### src/rtl/mult_share_arbiter.sv
// mult_share_arbiter: round-robin sharing of one signed 8x8 start/done multiplier among NUM_REQ requesters.
// Define MULT_SHARE_ARBITER_TIMEOUT_EN to add a WAIT-state watchdog that returns rsp_err after TIMEOUT_CYCLES.
module mult_share_arbiter #(
  parameter int NUM_REQ = 4,
  parameter int IDW = 2,
  parameter int TIMEOUT_CYCLES = 15
) (
  input  logic                 clk,
  input  logic                 rst_n,
  input  logic [NUM_REQ-1:0]   req_valid,
  input  logic [8*NUM_REQ-1:0] req_a,
  input  logic [8*NUM_REQ-1:0] req_b,
  output logic [NUM_REQ-1:0]   req_ready,
  output logic [NUM_REQ-1:0]   rsp_valid,
  input  logic [NUM_REQ-1:0]   rsp_ready,
  output logic [15:0]          rsp_product,
  output logic                 rsp_err,
  output logic                 mul_start,
  output logic [7:0]           mul_a,
  output logic [7:0]           mul_b,
  input  logic                 mul_done,
  input  logic [15:0]          mul_product,
  output logic                 busy,
  output logic [IDW-1:0]       grant_id
);
  typedef enum logic [1:0] {IDLE, ISSUE, WAIT, RESP} state_t;
  state_t state;
  logic [IDW-1:0] last, pick, idx;
  logic found;
  if (NUM_REQ < 2 || NUM_REQ > 8 || IDW != $clog2(NUM_REQ) || TIMEOUT_CYCLES < 1) begin : g_bad_params
    $error("mult_share_arbiter: illegal parameter combination");
  end
  // Search upward from last+1; iterating farthest-first lets the nearest valid requester win.
  always_comb begin
    pick = '0;
    idx = '0;
    found = 1'b0;
    for (int k = NUM_REQ; k >= 1; k--) begin
      idx = IDW'((int'(last) + k) % NUM_REQ);
      if (req_valid[idx]) begin
        pick = idx;
        found = 1'b1;
      end
    end
  end
  // Acceptance is the IDLE-cycle handshake, so a requester dropping valid first simply loses its turn.
  assign req_ready = (rst_n && state == IDLE && found) ? NUM_REQ'(1) << pick : '0;
  assign busy = state != IDLE;
`ifdef MULT_SHARE_ARBITER_TIMEOUT_EN
  localparam int WDW = $clog2(TIMEOUT_CYCLES + 1);
  logic [WDW-1:0] wd;
  logic timeout;
  assign timeout = wd == WDW'(TIMEOUT_CYCLES - 1);
`else
  assign rsp_err = 1'b0;
`endif
  always_ff @(posedge clk or negedge rst_n) begin
    if (!rst_n) begin
      state <= IDLE;
      last <= IDW'(NUM_REQ - 1);
      grant_id <= '0;
      mul_a <= '0;
      mul_b <= '0;
      mul_start <= 1'b0;
      rsp_valid <= '0;
      rsp_product <= '0;
`ifdef MULT_SHARE_ARBITER_TIMEOUT_EN
      rsp_err <= 1'b0;
      wd <= '0;
`endif
    end else begin
      case (state)
        IDLE: if (found) begin
          grant_id <= pick;
          mul_a <= req_a[{pick, 3'b000} +: 8];
          mul_b <= req_b[{pick, 3'b000} +: 8];
          mul_start <= 1'b1;
          state <= ISSUE;
        end
        ISSUE: begin
          mul_start <= 1'b0;
          state <= WAIT;
`ifdef MULT_SHARE_ARBITER_TIMEOUT_EN
          wd <= '0;
`endif
        end
        WAIT: if (mul_done) begin
          rsp_product <= mul_product;
          rsp_valid <= NUM_REQ'(1) << grant_id;
          state <= RESP;
`ifdef MULT_SHARE_ARBITER_TIMEOUT_EN
          rsp_err <= 1'b0;
        end else if (timeout) begin
          rsp_product <= '0;
          rsp_err <= 1'b1;
          rsp_valid <= NUM_REQ'(1) << grant_id;
          state <= RESP;
        end else begin
          wd <= wd + 1'b1;
`endif
        end
        RESP: if (rsp_ready[grant_id]) begin
          rsp_valid <= '0;
          last <= grant_id;
          state <= IDLE;
        end
        default: state <= IDLE;
      endcase
    end
  end
endmodule

### config.mk
export PLATFORM = sky130hd
export DESIGN_NAME = mult_share_arbiter
export DESIGN_NICKNAME = d
export VERILOG_FILES = /design/src/rtl/mult_share_arbiter.sv
export SDC_FILE = /design/constraint.sdc
export NUM_CORES = 1
export LEC_CHECK = 0
export BUFFER_PORTS_ARGS = -buffer_cell sky130_fd_sc_hd__buf_2
export CAP_MARGIN = 10
export CORE_MARGIN = 1.5
export CORE_UTILIZATION = 40
export CTS_CLUSTER_SIZE = 24
export DETAILED_ROUTE_END_ITERATION = 6
export PLACE_DENSITY = 0.79
export SLEW_MARGIN = 20
export SYNTH_ARGS = -nofsm -noshare
export SYNTH_HDL_FRONTEND = slang
export SYNTH_SLANG_ARGS = --single-unit
### constraint.sdc
create_clock -name clk -period 4.92 [get_ports clk]
set_input_delay 0.246 -clock clk [delete_from_list [all_inputs] [get_ports clk]]
set_output_delay 0.246 -clock clk [all_outputs]
set_load 0.05 [all_outputs]
==> impl_metrics.toml <==
[clocking]
clkTransAtPathRegs_ns = 0.08
htreeDepth = 2
cts_buffer_depth = 2
numCtsBuffers = 5
clock-sinks = 43
root_buffer = "clkbuf_8"
cts_tree = "built"
worst_skew_pair.late_latency_ns = 0.28

[sta]
final-setup-viol-count = 0
whs_ns = 0.186
finalClockSkew_ns = 0.00585
maxSlewViolCount = 0
worst_pin_slew_ns = 0.736
slew_headroom_pct = 50.9
rsz0062_at_grt = "false"
fmax_ghz = 0.414
hold_violations = 0
worst_slack_ns = 2.50
finalSetupTns_ns = 0
min_period_ns = 2.42
fin_crit_sh_pct = 49.1

[synthesis]
synthArstFlopShare_pct = 100
synth_nets = 302
yosys_most_used_dff = "dfrtp_1"
ys_warn_count = 0
ys_ff_latch = 43
synthCells = 206
netlist_area_um2 = 2370
synth_edf_count = 0
ys_types = 38
synth.yosys.seq_area_share_pct = 45.5
synth_area_per_cell_um2 = 11.5

[job]
drv_cap = 0

[pwr]
power_switching_share_pct = 52.7
p_per_area_nw_per_um2 = 761
clkPwrFrac_pct = 9.4
p_comb_share_pct = 63.0
p_int_mw = 1.12
power.total_mw = 2.37
p_leak_nw = 1.60
vdd_drop_max_mv = 0.296
switchingPower_mw = 1.25
seqPwrFrac_pct = 27.6

[layout]
layout_common_cells = "buf_2, dfrtp_1, nor2_1"
finalCoreUtilization_pct = 55.6
final_area_um2 = 3120
n_fill_cell = 501
areaGrowthSynthToFinish_pct = 31.7
num_antenna_cells = 0
fin_nets = 432
final_layout_size_suffix_gt1_share_pct = 52.5
stdcell_count = 409
seqCellArea_um2 = 1080
multi_input_area_um2 = 1130
final_common_cell = "buf_2"

[critical_path]
critPathCaptureType = "primary output"
cp_max_fo = 17
rrSetupSlack_ns = 3.01
r2r_end = "mul_b[1]"
worstPathArrival_ns = 2.17
slowest_stage = "a32o_1"
crit_end = "req_ready[3]"
worstSetupPathType = "flop to primary output"
crit_start = "last[0]"
reg2reg_depth = 5
cpPeakStageDelay_ns = 0.62
path_cells = "inv_1 > o22ai_1 > a32o_1 > nor2b_1 > buf_2"
startpoint_type = "flop"
required_ns = 4.67
rr_startpoint = "last[0]"

[hold_path]
worstHoldStart = "mul_product[0]"
whs_path_depth = 2
hold_class = "primary input to flop"

[place]
gp_congestion = 0.830
place_inst = 400
hpwlAfterDp_um = 4590
io_buffers = 134
dpl-instance-area_um2 = 3020
preCtsSetupSlack_ns = 2.82

[detailed_routing]
viasPerCell = 5.31
wl_um = 6170
drc = 0
vias = 2173
dr.pass1.iters = 4
drtIter0Drc = 124
antenna_left = 0
wl_per_cell_um = 15.1

[floorplanning]
io_pins = 136
die-area_um2 = 6390
core_um2 = 5610
rows = 27
die_h_um = 80.0
fp.dieW_um = 80.0
start_util_pct = 42.2

[grt]
grt_util_all_layers_pct = 18.3
antenna_found_initial = 0
grt_pass1_vias = 2004
grt_pass1_wl_um = 9050
grt_max_degree = 28
grt_overflow = 0

[status]
outcome = "finished clean"
power groups by stage:
stage / Combinational (mW) / Sequential [mW] / Clock (mW)
2_1_floorplan: 0.660 / 1.20 / 0
3_3_place_gp: 1.47 / 0.652 / 0
3_5_place_dp: 1.50 / 0.659 / 0
4_1_cts: 1.51 / 0.653 / 0.236
5_1_grt: 1.58 / 0.680 / 0.249
6_report: 1.50 / 0.654 / 0.223
registers in the layout, summed over array words and instances, names as in the netlist:
signal,flops
state,2
grant_id,2
mul_start,1
rsp_valid,4
last,2
rsp_product,16
mul_b,8
mul_a,8
worst min path at each step:
stage                           to  slack, ns
floorplan              grant_id[0]      -0.05
global placement    rsp_product[2]       0.20
detailed placement  rsp_product[2]       0.21
CTS                 rsp_product[0]       0.17
global route        rsp_product[4]       0.17
finish              rsp_product[0]       0.19
final cells by class:
class	count	share of cell area, %
sequential	43	34.6
multi-input combinational	142	36.3
clock buffer	7	2.77
tap	72	2.89
clock inverter	1	0.160
timing repair buffer	138	22.5
inverter	6	0.722
repair_timing:
item / 4_1_cts / 5_1_grt
endpoints found under the hold margin: 15 / 0
hold buffers: 1 / 0
buffers inserted: 0 / 0
gates resized for setup: 0 / 0
endpoints found under the setup margin: 0 / 0
cells in the mapped netlist (2+ instances only):
cell type	number	area [um2]
dfrtp_1	41	1030
nor2_1	20	75.1
mux2_2	18	203
mux2i_1	18	180
a221oi_1	17	149
o22ai_1	17	106
nand2_1	10	37.5
buf_6	6	67.6
inv_1	6	22.5
ha_1	5	62.6
mux2_4	5	75.1
buf_4	4	30.0
clkbuf_1	3	11.3
nand2b_1	3	18.8
nor3b_1	3	22.5
o21ai_0	3	15.0
a21oi_1	2	10.0
a21oi_2	2	17.5
dfstp_2	2	52.6
nor2b_1	2	12.5
nor3_1	2	10.0
per-layer routing:
metal  global-route usage, %  part of all wire [%]  vias to the layer above
met5                       0                     0                        -
met1                    21.4                    39                     1037
li1                        -                     -                     1020
met2                    32.9                    50                      109
met4                    5.17                   1.1                        0
met3                    4.23                   9.0                        7
cell families (layout without fill, tap and decap cells):
kind of cell	Yosys count	count (layout)	share of synthesized area, %
adders and majority gates	5	5	2.64
DFF	43	43	45.5
other	1	1	0.158
buffers and inverters	21	152	6.60
and+or+nand+nor	46	46	9.40
muxes	42	42	20.3
AOI/OAI and AO/OA	48	48	15.4
critical path, delay by kind of cell (launching register included):
family                 cells  cell delay (ns)
DFF                        1             0.58
buffers and inverters      2             0.33
AOI/OAI and AO/OA          2             0.76
and+or+nand+nor            1             0.20
Power figures use the tool's default switching activity.
